--- config.mk ---
export PLATFORM = sky130hd
export DESIGN_NAME = adder_arbiter
export DESIGN_NICKNAME = d
export VERILOG_FILES = /design/src/rtl/adder_arbiter_pkg.sv /design/src/rtl/adder_32bit.sv /design/src/rtl/adder_arbiter.sv
export SDC_FILE = /design/constraint.sdc
export NUM_CORES = 1
export LEC_CHECK = 0
export ABC_AREA = 1
export BUFFER_PORTS_ARGS = -buffer_cell sky130_fd_sc_hd__buf_2
export CORE_UTILIZATION = 54
export CTS_CLUSTER_DIAMETER = 120
export DETAILED_ROUTE_END_ITERATION = 6
export MAX_ROUTING_LAYER = met4
export PLACE_DENSITY = 0.95
export SLEW_MARGIN = 20
export SYNTH_ARGS = -nofsm -noshare
export SYNTH_HDL_FRONTEND = slang
export SYNTH_HIERARCHICAL = 1
export SYNTH_SLANG_ARGS = --single-unit
export TNS_END_PERCENT = 20
--- constraint.sdc ---
create_clock -name clk -period 5.5 [get_ports clk]
set_input_delay 0.825 -clock clk [delete_from_list [all_inputs] [get_ports clk]]
set_output_delay 0.825 -clock clk [all_outputs]
set_load 0.01 [all_outputs]
--- src/rtl/adder_arbiter_pkg.sv ---
// Shared types and constants for the round-robin arbiter that fronts a single
// adder.
package adder_arbiter_pkg;

  localparam int DEF_WIDTH = 32;
  localparam int DEF_N_REQ = 4;

  typedef enum logic [0:0] {
    IDLE = 1'b0,
    FULL = 1'b1
  } state_e;

  // Index width for a requester id; never collapses to zero bits.
  function automatic int id_width(input int n);
    return (n > 1) ? $clog2(n) : 1;
  endfunction

endpackage

--- src/rtl/adder_32bit.sv ---
// Shared combinational datapath adder; the carry out is dropped so the sum
// wraps modulo 2^WIDTH.
module adder_32bit #(
  parameter int WIDTH = 32
) (
  input  logic [WIDTH-1:0] a_i,
  input  logic [WIDTH-1:0] b_i,
  output logic [WIDTH-1:0] sum_o
);

  assign sum_o = a_i + b_i;

endmodule

--- src/rtl/adder_arbiter.sv ---
// Round-robin arbiter sharing one adder among N_REQ requesters; one-deep
// result holding stage with a ready/valid response port.
module adder_arbiter
  import adder_arbiter_pkg::*;
#(
  parameter int N_REQ = DEF_N_REQ,
  parameter int WIDTH = DEF_WIDTH
) (
  input  logic                          clk,
  input  logic                          rst_n,
  input  logic [N_REQ-1:0]              req_valid,
  output logic [N_REQ-1:0]              req_ready,
  input  logic [N_REQ*WIDTH-1:0]        req_a,
  input  logic [N_REQ*WIDTH-1:0]        req_b,
  output logic                          resp_valid,
  input  logic                          resp_ready,
  output logic [WIDTH-1:0]              resp_sum,
  output logic [id_width(N_REQ)-1:0]    resp_id,
  output logic                          busy
);

  localparam int IDW = id_width(N_REQ);
  localparam logic [IDW-1:0] LAST_ID = IDW'(N_REQ - 1);

  state_e           state_q, state_d;
  logic [IDW-1:0]   ptr_q, ptr_d;
  logic [IDW-1:0]   id_q, id_d;
  logic [WIDTH-1:0] a_q, a_d;
  logic [WIDTH-1:0] b_q, b_d;

  logic [IDW-1:0]   grant_s;
  logic [IDW-1:0]   idx_s;
  logic             hit_s;
  logic             found_s;
  logic             can_accept_s;
  logic             accept_s;
  logic [WIDTH-1:0] sel_a_s;
  logic [WIDTH-1:0] sel_b_s;

  // Round-robin search: first asserted request at or after ptr, wrapping.
  always_comb begin
    found_s = 1'b0;
    grant_s = '0;
    idx_s   = '0;
    hit_s   = 1'b0;
    for (int k = 0; k < N_REQ; k++) begin
      idx_s   = IDW'((int'(ptr_q) + k) % N_REQ);
      hit_s   = !found_s && req_valid[idx_s];
      grant_s = hit_s ? idx_s : grant_s;
      found_s = found_s | hit_s;
    end
  end

  // A new operation may enter only when the holding stage is empty or draining.
  assign can_accept_s = (state_q == IDLE) || resp_ready;
  assign accept_s     = found_s && can_accept_s;

  // One-hot ready towards the winning requester.
  always_comb begin
    req_ready = '0;
    if (accept_s) begin
      req_ready[grant_s] = 1'b1;
    end else begin
      req_ready = '0;
    end
  end

  // Operand mux for the winner.
  always_comb begin
    sel_a_s = '0;
    sel_b_s = '0;
    for (int k = 0; k < N_REQ; k++) begin
      sel_a_s = (grant_s == IDW'(k)) ? req_a[k*WIDTH +: WIDTH] : sel_a_s;
      sel_b_s = (grant_s == IDW'(k)) ? req_b[k*WIDTH +: WIDTH] : sel_b_s;
    end
  end

  // Next-state, pointer and captured-operand logic.
  always_comb begin
    state_d = state_q;
    ptr_d   = ptr_q;
    id_d    = id_q;
    a_d     = a_q;
    b_d     = b_q;
    if (accept_s) begin
      ptr_d = (grant_s == LAST_ID) ? '0 : grant_s + IDW'(1);
      id_d  = grant_s;
      a_d   = sel_a_s;
      b_d   = sel_b_s;
    end else begin
      ptr_d = ptr_q;
    end
    case (state_q)
      IDLE:    state_d = accept_s ? FULL : IDLE;
      FULL:    state_d = (resp_ready && !accept_s) ? IDLE : FULL;
      default: state_d = IDLE;
    endcase
  end

  // State, pointer and operand registers; reset drops any held result.
  always_ff @(posedge clk or negedge rst_n) begin
    if (!rst_n) begin
      state_q <= IDLE;
      ptr_q   <= '0;
      id_q    <= '0;
      a_q     <= '0;
      b_q     <= '0;
    end else begin
      state_q <= state_d;
      ptr_q   <= ptr_d;
      id_q    <= id_d;
      a_q     <= a_d;
      b_q     <= b_d;
    end
  end

  adder_32bit #(
    .WIDTH (WIDTH)
  ) u_adder (
    .a_i   (a_q),
    .b_i   (b_q),
    .sum_o (resp_sum)
  );

  assign resp_valid = (state_q == FULL);
  assign busy       = (state_q == FULL);
  assign resp_id    = id_q;

endmodule

==> results.sh <==
export IMPL_fin_crit_sh=0.735
export IMPL_yosys_warnings=6
export IMPL_grt_pass1_wl_mm=41.1
export IMPL_final_min_clock_period_ns=4.04
export IMPL_drt_iter0_drc=825
export IMPL_fin_nets=1843
export IMPL_drtAntennaViolNets=0
export IMPL_die_w_um=117
export IMPL_cts_root_buffer="clkbuf_16"
export IMPL_setup_tns_ns=0
export IMPL_critPathMostFrequentCell="nand2_1"
export IMPL_layout_commonest_cell="nand2_1"
export IMPL_cp_max_fo=44
export IMPL_crit_path_top_delay_cell="nor2_4"
export IMPL_grt_pass1_vias=8267
export IMPL_ios=303
export IMPL_placed_area_um2=8720
export IMPL_dr_pass1_iters=5
export IMPL_busiest_layer="met2"
export IMPL_gp_congestion=1.01
export IMPL_holdWs_ns=0.484
export IMPL_row_count=41
export IMPL_synth_seq_area_share=0.240
export IMPL_grt_use_met3=0.0579
export IMPL_cts_resized=0
export IMPL_post_drt_via_cell_ratio=5.31
export IMPL_finalMaxSlewViolations=0
export IMPL_synth_seq_cells=69
export IMPL_required_ns=5.76
export IMPL_area_growth_pct=25.8
export IMPL_initial_core_util=0.563
export IMPL_grt_max_degree=80
export IMPL_vias=9164
export IMPL_synthDistinctLibCells=30
export IMPL_die_area_um2=13800
export IMPL_finClkSkew_ns=0.0102
export IMPL_critPathMaxStageDelay_ns=0.88
export IMPL_final_cell_mix="nand2_1 (638), buf_2 (302), o21ai_0 (130), inv_1 (122), a21oi_1 (84)"
export IMPL_clockBufferDepth=2
export IMPL_die_h_um=117
export IMPL_cts_made_buffers=9
export IMPL_setup_viol=0
export IMPL_synth_area_um2=7190
export IMPL_status="finished clean"
export IMPL_stdcell_area_um2=9040
export IMPL_critPathArrivalTime_ns=4.30
export IMPL_wire_per_inst_um=14.9
export IMPL_grt_setup_unrepaired="false"
export IMPL_maxCapViolCount=0
export IMPL_path_cells="inv_2, nand2_1, nand2_1, nand2_2, nand2_1, nor3_1, a21oi_1, ha_2, nor2_4, buf_4, nand2_1, nand2_1, o21ai_0, o21ai_0, nand2_1, nand2_1"
export IMPL_clk_pin_slew_ns=0.06
export IMPL_timing_fmax_mhz=247
export IMPL_cp_top_family="simple AND/OR/NAND/NOR gates"
export IMPL_antenna_found_initial=5
export IMPL_crit_buf_inv=2
export IMPL_grtUsageMet2=0.591
export IMPL_drc=0
export IMPL_cts_hold_buf=0
export IMPL_slew_headroom=0.331
export IMPL_insertion_delay_ns=0.33
export IMPL_min_path_type="reg2reg"
export IMPL_endpoint_kind="flip-flop"
export IMPL_syn_num_nets=1581
export IMPL_dp_hpwl_mm=20.3
export IMPL_synth_area_per_cell_um2=5.61
export IMPL_clkSinkCount=69
export IMPL_numPortBuffers=302
export IMPL_htreeDepth=3
export IMPL_track_usage=0.383
export IMPL_use_met1=0.513
export IMPL_cts_post_setup_buffers_inserted=0
export IMPL_critical_path_class="reg2reg"
export IMPL_layout_drive_gt1_share=0.234
export IMPL_synth_cells=1282
export IMPL_wl_mm=25.6
export IMPL_timing_final_hold_violations=0
export IMPL_cts_tree="built"
export IMPL_overflow=0
export IMPL_core_um2=12800
export IMPL_worstSetupStartpointType="flip-flop"
export IMPL_tightest_slew_ns=1.00
==> metal layers <==
layer | part of all wire | routed length [um] | up-vias
li1 | - | - | 4528
met1 | 0.43 | 11000 | 4118
met4 | 0.030 | 779 | 0
met2 | 0.45 | 11600 | 458
met3 | 0.090 | 2320 | 60
met5 | 0 | 0 | -
==> registers in the layout, summed over array words and instances, names as in the netlist <==
signal and cells:
resp_id 2, ptr_q 2, busy 1, b_q 32, a_q 32
==> worst reg2reg max path, cell delays in order, from the launching register on <==
cell and delay, ns:
dfrtp_1 0.59, inv_2 0.15, nand2_1 0.09, nand2_1 0.10, nand2_2 0.10, nand2_1 0.10
nor3_1 0.22, a21oi_1 0.20, ha_2 0.48, nor2_4 0.88, buf_4 0.41, nand2_1 0.08
nand2_1 0.08, o21ai_0 0.08, o21ai_0 0.22, nand2_1 0.10, nand2_1 0.11
==> final timing paths <==
path | startpoint | endpoint | slack, ns | depth (start not counted)
setup / recovery | ptr_q[0]$_DFFE_PN0P_ | b_q[18]$_DFFE_PN0P_ | 1.46 | 16
hold / removal | resp_id[1]$_DFFE_PN0P_ | resp_id[1]$_DFFE_PN0P_ | 0.48 | 2
setup reg to reg | ptr_q[0]$_DFFE_PN0P_ | b_q[18]$_DFFE_PN0P_ | 1.46 | 16
hold reg to reg | resp_id[1]$_DFFE_PN0P_ | resp_id[1]$_DFFE_PN0P_ | 0.48 | 2
max in group asynchronous | rst_n | b_q[23]$_DFFE_PN0P_ | 3.92 | 2
min in group asynchronous | rst_n | a_q[6]$_DFFE_PN0P_ | 0.66 | 1
==> layout make-up <==
type	instances	area, um2
clock buffer	10	229
fill	1208	3740
timing repair buffer	308	1560
clock inverter	6	71.3
multi-input combinational	1027	4740
sequential	69	1730
tap	172	215
antenna	6	15.0
inverter	129	485
==> metrics by stage <==
stage	util	instances	worst slack [ns]
final	0.708	1727	1.46
after global routing	0.707	1726	1.17
after CTS	0.706	1721	1.55
after detailed placement	0.683	1705	1.32
after global placement	0.683	1705	1.46
after floorplan	-	1282	2.15
==> kinds of logic (layout without fill, tap and decap cells) <==
kind of cell | count (synthesis) | in the layout | synth area share
adder cells (fa/ha/maj) | 36 | 36 | 0.0637
XOR/XNOR | 16 | 16 | 0.0195
flip-flops | 69 | 69 | 0.240
other | 0 | 6 | 0
buffers and inverters | 186 | 453 | 0.104
AO/OA/AOI/OAI | 221 | 221 | 0.155
AND/OR/NAND/NOR | 754 | 754 | 0.417
==> cell usage after synthesis (all sizes together) <==
library cell  number  share of area
nand2            656           0.35
o21ai            133          0.093
inv              129          0.067
a21oi             85          0.060
dfrtp             69           0.24
nor2              49          0.027
nand3             38          0.030
clkbuf            35          0.018
ha                35          0.061
buf               22          0.018
xor2              14          0.017
nor3               6         0.0056
nand4              4         0.0035
o21bai             2         0.0021
xnor2              2         0.0024
a21o               1         0.0010
fa                 1         0.0028
or2                1         0.0012
Power is not shown: default switching activity piles up to over one toggle a cycle in this logic, so the estimate is an artifact.
